`src/rtl/alu_muldiv_sequencer_pkg.sv`:
```
// Shared encodings for the multi-cycle MUL/DIVU/REMU sequencer:
// operation codes, FSM states and the shared-ALU control values.
package alu_muldiv_sequencer_pkg;

    typedef enum logic [1:0] {
        OP_MUL  = 2'b00,
        OP_DIVU = 2'b01,
        OP_REMU = 2'b10,
        OP_RSVD = 2'b11
    } op_e;

    typedef enum logic [1:0] {
        S_IDLE,
        S_MUL,
        S_DIV,
        S_DONE
    } state_e;

    localparam logic [2:0] ALU_ADD = 3'b000;
    localparam logic [2:0] ALU_SUB = 3'b001;

endpackage

```
`src/rtl/alu_muldiv_sequencer_if.sv`:
```
// Execute-stage request/result bundle plus the borrowed shared-ALU operand path.
// master = pipeline side (including the external ALU), slave = sequencer.
interface alu_muldiv_sequencer_if #(
    parameter int DATA_WIDTH = 32
);
    logic                  StartE;
    logic [1:0]            OpE;
    logic [DATA_WIDTH-1:0] RD1E;
    logic [DATA_WIDTH-1:0] RD2E;
    logic                  FlushE;
    logic [DATA_WIDTH-1:0] AluOut;
    logic                  AluOwn;
    logic [DATA_WIDTH-1:0] AluSrcA;
    logic [DATA_WIDTH-1:0] AluSrcB;
    logic [2:0]            AluCtrl;
    logic                  StallMD;
    logic                  DoneMD;
    logic [DATA_WIDTH-1:0] ResultMD;

    modport master (
        output StartE, OpE, RD1E, RD2E, FlushE, AluOut,
        input  AluOwn, AluSrcA, AluSrcB, AluCtrl, StallMD, DoneMD, ResultMD
    );

    modport slave (
        input  StartE, OpE, RD1E, RD2E, FlushE, AluOut,
        output AluOwn, AluSrcA, AluSrcB, AluCtrl, StallMD, DoneMD, ResultMD
    );
endinterface

```
`src/rtl/alu_muldiv_sequencer.sv`:
```
// Iterative shift-add multiplier and restoring divider that borrow the shared
// Execute-stage ALU for one add/subtract per cycle, stalling the front end meanwhile.
module alu_muldiv_sequencer
    import alu_muldiv_sequencer_pkg::*;
#(
    parameter int DATA_WIDTH = 32,
    parameter int CNT_WIDTH  = 6
) (
    input  logic                         clk,
    input  logic                         rst,
    alu_muldiv_sequencer_if.slave        bus
);

    state_e                r_state;
    state_e                w_next_state;
    op_e                   r_op;
    logic [CNT_WIDTH-1:0]  r_count;
    logic [DATA_WIDTH-1:0] r_acc;
    logic [DATA_WIDTH-1:0] r_mcand;
    logic [DATA_WIDTH-1:0] r_mplier;
    logic [DATA_WIDTH-1:0] r_rem;
    logic [DATA_WIDTH-1:0] r_quo;
    logic [DATA_WIDTH-1:0] r_divisor;

    op_e                   w_op;
    logic                  w_start_ok;
    logic                  w_accept;
    logic                  w_div_zero;
    logic                  w_last;
    logic [DATA_WIDTH-1:0] w_rem_shift;
    logic                  w_div_take;

    assign w_op        = op_e'(bus.OpE);
    assign w_start_ok  = bus.StartE && (w_op != OP_RSVD);
    assign w_accept    = w_start_ok && !bus.FlushE;
    assign w_div_zero  = (bus.RD2E == '0);
    assign w_last      = (r_count == CNT_WIDTH'(DATA_WIDTH - 1));
    assign w_rem_shift = {r_rem[DATA_WIDTH-2:0], r_quo[DATA_WIDTH-1]};
    // A set rem MSB means the true 33-bit partial remainder already exceeds the divisor.
    assign w_div_take  = r_rem[DATA_WIDTH-1] || (w_rem_shift >= r_divisor);

    always_ff @(posedge clk) begin
        if (rst) begin
            r_state <= S_IDLE;
        end else begin
            r_state <= w_next_state;
        end
    end

    always_comb begin
        w_next_state = r_state;
        case (r_state)
            S_IDLE: begin
                if (w_accept) begin
                    if (w_op == OP_MUL) begin
                        w_next_state = S_MUL;
                    end else if (w_div_zero) begin
                        w_next_state = S_DONE;
                    end else begin
                        w_next_state = S_DIV;
                    end
                end
            end
            S_MUL, S_DIV: begin
                if (bus.FlushE) begin
                    w_next_state = S_IDLE;
                end else if (w_last) begin
                    w_next_state = S_DONE;
                end
            end
            S_DONE: w_next_state = S_IDLE;
            default: w_next_state = S_IDLE;
        endcase
    end

    always_ff @(posedge clk) begin
        if (rst) begin
            r_op      <= OP_MUL;
            r_count   <= '0;
            r_acc     <= '0;
            r_mcand   <= '0;
            r_mplier  <= '0;
            r_rem     <= '0;
            r_quo     <= '0;
            r_divisor <= '0;
        end else begin
            case (r_state)
                S_IDLE: begin
                    if (w_accept) begin
                        r_op    <= w_op;
                        r_count <= '0;
                        if (w_op == OP_MUL) begin
                            r_acc    <= '0;
                            r_mcand  <= bus.RD1E;
                            r_mplier <= bus.RD2E;
                        end else if (w_div_zero) begin
                            r_quo <= '1;
                            r_rem <= bus.RD1E;
                        end else begin
                            r_rem     <= '0;
                            r_quo     <= bus.RD1E;
                            r_divisor <= bus.RD2E;
                        end
                    end
                end
                S_MUL: begin
                    if (r_mplier[0]) begin
                        r_acc <= bus.AluOut;
                    end
                    r_mcand  <= r_mcand << 1;
                    r_mplier <= r_mplier >> 1;
                    r_count  <= r_count + CNT_WIDTH'(1);
                end
                S_DIV: begin
                    if (w_div_take) begin
                        r_rem <= bus.AluOut;
                        r_quo <= {r_quo[DATA_WIDTH-2:0], 1'b1};
                    end else begin
                        r_rem <= w_rem_shift;
                        r_quo <= {r_quo[DATA_WIDTH-2:0], 1'b0};
                    end
                    r_count <= r_count + CNT_WIDTH'(1);
                end
                default: begin
                end
            endcase
        end
    end

    always_comb begin
        bus.AluOwn   = 1'b0;
        bus.AluSrcA  = '0;
        bus.AluSrcB  = '0;
        bus.AluCtrl  = ALU_ADD;
        bus.StallMD  = 1'b0;
        bus.DoneMD   = 1'b0;
        bus.ResultMD = '0;
        case (r_state)
            S_IDLE: bus.StallMD = w_start_ok;
            S_MUL: begin
                bus.AluOwn  = 1'b1;
                bus.AluSrcA = r_acc;
                bus.AluSrcB = r_mcand;
                bus.AluCtrl = ALU_ADD;
                bus.StallMD = 1'b1;
            end
            S_DIV: begin
                bus.AluOwn  = 1'b1;
                bus.AluSrcA = w_rem_shift;
                bus.AluSrcB = r_divisor;
                bus.AluCtrl = ALU_SUB;
                bus.StallMD = 1'b1;
            end
            S_DONE: begin
                // A flush landing on the DONE cycle kills the result strobe.
                if (!bus.FlushE) begin
                    bus.DoneMD = 1'b1;
                    case (r_op)
                        OP_MUL:  bus.ResultMD = r_acc;
                        OP_DIVU: bus.ResultMD = r_quo;
                        OP_REMU: bus.ResultMD = r_rem;
                        default: bus.ResultMD = '0;
                    endcase
                end
            end
            default: begin
            end
        endcase
        if (rst) begin
            bus.AluOwn   = 1'b0;
            bus.AluSrcA  = '0;
            bus.AluSrcB  = '0;
            bus.AluCtrl  = ALU_ADD;
            bus.StallMD  = 1'b0;
            bus.DoneMD   = 1'b0;
            bus.ResultMD = '0;
        end
    end

endmodule

```
`src/flat_wrapper.sv`:
```
// flat-port wrapper written by rule: the top's interface ports become plain ports
module alu_muldiv_sequencer_flat import alu_muldiv_sequencer_pkg::*;
#(
    parameter int DATA_WIDTH = 32,
    parameter int CNT_WIDTH  = 6
)
  (clk, rst, bus_StartE, bus_OpE, bus_RD1E, bus_RD2E, bus_FlushE, bus_AluOut, bus_AluOwn, bus_AluSrcA, bus_AluSrcB, bus_AluCtrl, bus_StallMD, bus_DoneMD, bus_ResultMD);
  alu_muldiv_sequencer_if #(.DATA_WIDTH(DATA_WIDTH)) bus_i ();
  input  logic clk;
  input  logic rst;
  input wire logic [$bits(bus_i.StartE)-1:0] bus_StartE;
  input wire logic [$bits(bus_i.OpE)-1:0] bus_OpE;
  input wire logic [$bits(bus_i.RD1E)-1:0] bus_RD1E;
  input wire logic [$bits(bus_i.RD2E)-1:0] bus_RD2E;
  input wire logic [$bits(bus_i.FlushE)-1:0] bus_FlushE;
  input wire logic [$bits(bus_i.AluOut)-1:0] bus_AluOut;
  output wire logic [$bits(bus_i.AluOwn)-1:0] bus_AluOwn;
  output wire logic [$bits(bus_i.AluSrcA)-1:0] bus_AluSrcA;
  output wire logic [$bits(bus_i.AluSrcB)-1:0] bus_AluSrcB;
  output wire logic [$bits(bus_i.AluCtrl)-1:0] bus_AluCtrl;
  output wire logic [$bits(bus_i.StallMD)-1:0] bus_StallMD;
  output wire logic [$bits(bus_i.DoneMD)-1:0] bus_DoneMD;
  output wire logic [$bits(bus_i.ResultMD)-1:0] bus_ResultMD;
  assign bus_i.StartE = bus_StartE;
  assign bus_i.OpE = bus_OpE;
  assign bus_i.RD1E = bus_RD1E;
  assign bus_i.RD2E = bus_RD2E;
  assign bus_i.FlushE = bus_FlushE;
  assign bus_i.AluOut = bus_AluOut;
  assign bus_AluOwn = bus_i.AluOwn;
  assign bus_AluSrcA = bus_i.AluSrcA;
  assign bus_AluSrcB = bus_i.AluSrcB;
  assign bus_AluCtrl = bus_i.AluCtrl;
  assign bus_StallMD = bus_i.StallMD;
  assign bus_DoneMD = bus_i.DoneMD;
  assign bus_ResultMD = bus_i.ResultMD;
  alu_muldiv_sequencer #(.DATA_WIDTH(DATA_WIDTH), .CNT_WIDTH(CNT_WIDTH)) u_core (.clk(clk), .rst(rst), .bus(bus_i));
endmodule
```
`config.mk`:
```
export PLATFORM = sky130hd
export DESIGN_NAME = alu_muldiv_sequencer_flat
export DESIGN_NICKNAME = d
export VERILOG_FILES = /design/src/rtl/alu_muldiv_sequencer_pkg.sv /design/src/rtl/alu_muldiv_sequencer_if.sv /design/src/rtl/alu_muldiv_sequencer.sv /design/src/flat_wrapper.sv
export SDC_FILE = /design/constraint.sdc
export NUM_CORES = 1
export LEC_CHECK = 0
export CORE_ASPECT_RATIO = 1.5
export CORE_MARGIN = 8
export CORE_UTILIZATION = 55
export DETAILED_ROUTE_END_ITERATION = 7
export DONT_BUFFER_PORTS = 1
export PLACE_DENSITY = 0.71
export REMOVE_ABC_BUFFERS = 1
export SLEW_MARGIN = 20
export SYNTH_ARGS = -nofsm -noshare
export SYNTH_HDL_FRONTEND = slang
export SYNTH_SLANG_ARGS = --single-unit
```
`constraint.sdc`:
```
create_clock -name clk -period 5.9 [get_ports clk]
set_input_delay 1.18 -clock clk [delete_from_list [all_inputs] [get_ports clk]]
set_output_delay 1.18 -clock clk [all_outputs]
set_load 0.05 [all_outputs]
```
# [Yosys cells after proc, flatten, opt, wreduce, memory -nomap -nowiden]
# Cells that the tools add are included.
# Widths: inputs -> output; s select.
[classes] n_reduce_logical=19 n_eq_ne=12 muxes=45 bitwise_logic=2 add_sub_neg=1 n_lt_le_gt_ge=1
[ops] cell="$mux 32" count=19
[ops] cell="$pmux 32 s2" count=7
[ops] cell="$pmux 32 s3" count=1
[ops] cell="$ge 32x32->1" count=1
[ops] cell="$logic_not 32->1" count=1
[ops] cell="$pmux 6 s2" count=1
[ops] cell="$mux 1" count=10
[ops] cell="$mux 2" count=4
[ops] cell="$reduce_and 4->1" count=2
[ops] cell="$add 6x1->6 const B" count=1
[ops] cell="$eq 2x2->1 const B" count=3
[ops] cell="$eq 6x5->1 const B" count=1
[ops] cell="$logic_not 2->1" count=3
[ops] cell="$mux 6" count=1
[ops] cell="$ne 2x1->1 const B" count=3
[ops] cell="$pmux 2 s3" count=1
[ops] cell="$reduce_and 2->1" count=3
[ops] cell="$reduce_and 3->1" count=2
[ops] cell="$reduce_bool 2->1" count=3
[ops] cell="$eq 2x1->1 const B" count=2
[ops] cell="$ne 2x2->1 const B" count=2
[ops] cell="$ne 3x1->1 const B" count=1
[ops] cell="$logic_and 1x1->1" count=2
[ops] cell="$not 1->1" count=2
[ops] cell="other kinds (4)" count=4
[totals] register_bits=202 in_bits=102 wordCells=89 out_inout_bits=102

# [Depth between registers and ports, before layout]
[logic_depth] word_depth=5 ltp_mapped=11 mapped_depth_nobuf=8

# [Least setup slack after synthesis]
# No wires, ideal clock.
[synth_path] path_type="input to output" startpoint="in rst" endpoint="out bus_StallMD" n_path_buf=3 stages=4 required_ps=4720 slack_ps=1913 arrival_ps=2807 path_cell_list="clkbuf_1 -> clkbuf_1 -> clkbuf_1 -> nor3_1"
[synth_via] elab_chain_cells=1
[synth_rtl] element="start: declaration" line="flat_wrapper.sv:10" rtl="input logic rst;"
[synth_rtl] element="$mux 1" line="alu_muldiv_sequencer.sv:169" rtl="if (rst) begin"
[synth_rtl] element="end: declaration" line="flat_wrapper.sv:21" rtl="output wire logic [$bits(bus_i.StallMD)-1:0] bus_StallMD;"
# Every way passes these cells.

# [Worst setup path in the final report]
[layout_path] startpoint="reg u_core.r_state[0]" endpoint="out bus_AluSrcB[29]"
[layout_via] elab_chain_cells=3 word_cells_on_any_way=4 cone_classes="eq/ne: 2; mux: 2"
[layout_rtl] element="start: declaration" line="alu_muldiv_sequencer.sv:14" rtl="state_e r_state;"
[layout_rtl] element="start signal: assignment" line="alu_muldiv_sequencer.sv:46" rtl="r_state <= w_next_state;"
[layout_rtl] element="$eq 2x2->1 / $eq 2x1->1 (equally long branches)" line="alu_muldiv_sequencer.sv:138" rtl="case (r_state)"
[layout_rtl] element="$pmux 32 s2 *" line="alu_muldiv_sequencer.sv:138"
[layout_rtl] element="$mux 32 *" line="alu_muldiv_sequencer.sv:169"
[layout_rtl] element="end: declaration" line="flat_wrapper.sv:19" rtl="output wire logic [$bits(bus_i.AluSrcB)-1:0] bus_AluSrcB;"
# Every way passes the cells marked *; elsewhere a longest branch is shown, timed or not.

==> results.md <==
- Worst hold path type: reg -> reg
- Initial antenna violation count: 0
- Final number of setup-violating endpoints: 0
- Total grt overflow: 0
- Clock Tree Root: clkbuf_16
- Number of synthesized flops with an enable pin: 0
- WL final: 36.6 mm
- WL/cell: around 22 um
- Worst EP arrival: ~3200 ps
- Layout cells sized above 1: 0.0845
- Largest delay share family, worst path: simple AND/OR/NAND/NOR gates
- RD Place Congestion: ~0.84
- Worst-Skew Late Latency: approximately 500 ps
- Leakage power: about 4.2 nW
- Vias in the first global route: roughly 10000
- Inst Count DP: 1592
- GRT Resource Usage Total: 0.269
- Worst setup SP type: register
- Synth Cell Area: approximately 12000 um2
- Fraction of the yosys area taken by sequential cells: 0.347
- Synth Area per Inst: just over 8 um2
- Vias: approximately 11000
- Total power: between 0.004 and 0.005 W
- Core Area: 20900 um2
- DP HPWL: 24.4 mm
- DRT Pass-1 Iters: 5
- Reg2reg start: u_core.r_rem[16]
- Clock Skew: 11.0 ps
- Vias/cell: approximately 6.5
- Largest cells by area after synthesis: dfxtp_1 (35%), mux2i_1 (14%), nor2_1 (8.9%), a22oi_1 (6.3%), a211oi_1 (5.9%)
- Starting Density: 0.557
- Die area: 26200 um2
- Largest net degree at the start of global routing: 205
- Die H: around 190 um
- CTS Sinks: between 200 and 250
- Slew @ Worst Pin: 1090 ps
- Max Cap Viol: 0
- Design area: about 13000 um2
- Most common cell in the synthesized netlist: nor2_1
- Cell Area, Placed: ~12000 um2
- Pwr per Cell Area: roughly 380 nW/um2
- Clock Pin Slew Worst Setup and Hold Paths: 60 ps
- Crit path buf inv count: 2
- Worst Hold Launch: u_core.r_acc[14]
- Number of placement rows: 65
- Synth cell count leaders: nor2_1 (275), dfxtp_1 (202), mux2i_1 (159)
- Crit path max fanout: 35
- Worst reg2reg setup slack: 2570 ps
- Post-synthesis register bit count: between 200 and 250
- Reg2Reg Depth: 7
- Post-Syn Instances: roughly 1400
- Worst Setup End Kind: output port
- Cell taking the most area after synthesis: dfxtp_1
- Status: finished clean
- Ports: around 200
- Fill count: 1866
- Post-CTS Hold Buffers: 0
- ANT cells: 0
- Final #Nets: roughly 1500
- Hold Path Depth: 2
- Initial drt markers: just over 900
- Post-synthesis cell type count: 61
- Critical Path RT: 4720 ps
- RSZ-0062 raised after global routing: false
- Die width: between 100 and 150 um
- Max Buffers Root-to-Sink: 3
- Maximum clock frequency: approximately 230 MHz
- FF-to-FF End: u_core.r_rem[31]
- Peak VDD IR: roughly 0.00028 V
- Slew headroom: 0.270
- Critical setup path kind: reg -> out
- Area added between synthesis and finish: 8.00%
- Ys async rst share: 0
- Tmin final: around 4400 ps
- Synth Warn #: 0
- Hold endpoint: u_core.r_acc[14]
- CTS tree: built
- Sum Neg Setup Slack: 0 ps
- Primary FF master, synth: dfxtp_1
- IO buf count: 0
- Fin cells: ~1600
- Post-DRT Antenna Nets: 0
- Cell chain of the critical path: inv_1 -> ha_1 -> nand2b_2 -> buf_4 -> nor2_1
- Final hold violation count: 0
- Post_cts resized: 0
- Cts bufs inserted: 21
- Seq. cell area: around 4000 um2
- Drt drc: 0
- Worst path slowest cell: nor2_1
- Post-CTS Setup Bufs: 0
- Final Cycle Share: 0.739
- Post-synth top area share: 0.347
- Largest stage delay, worst path: between 700 and 800 ps
- Cell depth of the worst setup path: 5
- Area of the multi-input gates: between 6000 and 7000 um2
- CTS H-Tree Depth: 1
- First-pass GRT wire length: 57.6 mm
- Max-slew violation count: 0
==> flip-flops by register name (all words and copies together), names as in the netlist <==
signal	flops
u_core.r_mplier	32
u_core.r_acc	32
u_core.r_divisor	32
u_core.r_op	2
u_core.r_count	6
u_core.r_rem	32
u_core.r_quo	32
u_core.r_mcand	32
u_core.r_state	2
==> stage by stage <==
stage | utilization | setup WS [ps] | hold slack [ps]
after floorplan | - | -779 | 425
after global placement | 0.570 | 1760 | 449
after global routing | 0.602 | 1290 | 486
after detailed placement | 0.570 | 1720 | 453
after CTS | 0.602 | 1470 | 464
final | 0.602 | 1540 | 465
==> area by class of cell <==
class                      count  area share
inverter                      43      0.0128
multi-input combinational   1027       0.553
tap                          268      0.0267
timing repair buffer          52      0.0330
clock inverter                10     0.00696
sequential                   202       0.322
clock buffer                  27      0.0460
==> worst max-delay path by stage <==
| stage | to | slack [ps] | from |
|---|---|---|---|
| after CTS | bus_AluSrcB[29] | 1470 | u_core.r_state[0] |
| after global routing | bus_AluSrcB[27] | 1290 | u_core.r_state[0] |
| after floorplan | u_core.r_mcand[0] | -780 | u_core.r_state[0] |
| after global placement | bus_AluSrcB[5] | 1760 | rst |
| final | bus_AluSrcB[29] | 1540 | u_core.r_state[0] |
| after detailed placement | bus_AluSrcB[29] | 1720 | rst |
==> cell usage in the layout (no fill, tap or decap), types with 7 or more instances in the layout <==
cell type  netlist  layout
a211oi_1        92      92
or3_1           22      21
mux2i_1        159     159
buf_4            5      50
a21oi_1         76      74
nand3_1         40      40
a221o_1         12      12
nand2_1         52      52
o21ai_0          7       7
o22a_1          23      23
nand4_1          7       7
nor4_1           8       8
o211ai_1        58      58
ha_1            38      36
a22oi_1         97      97
dfxtp_1        202     201
nor2_1         275     274
inv_1           43      43
clkbuf_16        0      21
==> tightest hold or removal path, cell delays in order, from the launching register on <==
cell and delay (ps):
dfxtp_1 320, nand2_1 50, a21oi_1 50
==> cell families after synthesis <==
family | Yosys count | share of synthesized area
compound gates | 389 | 0.244
xor+xnor | 5 | 0.00441
fa+ha+maj | 38 | 0.0408
buf+inv | 175 | 0.0634
flops | 202 | 0.347
mux | 159 | 0.137
other cells | 1 | 0.000322
simple gates | 434 | 0.163
==> power by group <==
group	leakage [nW]	switching [W]	total, W	internal, W
clock network	0.314	0.000565	0.00130	0.000738
logic	2.22	0.00115	0.00171	0.000556
registers	1.64	0.000167	0.00173	0.00157
total	4.18	0.00188	0.00474	0.00286
==> per-layer routing <==
layer	share of wire	GRT usage	up-vias
met5	0	0	-
met4	0.044	0.129	0
met3	0.081	0.0638	94
met2	0.51	0.467	417
met1	0.37	0.298	5062
li1	-	-	5032
Note: power is estimated with default switching activity, not from simulation.
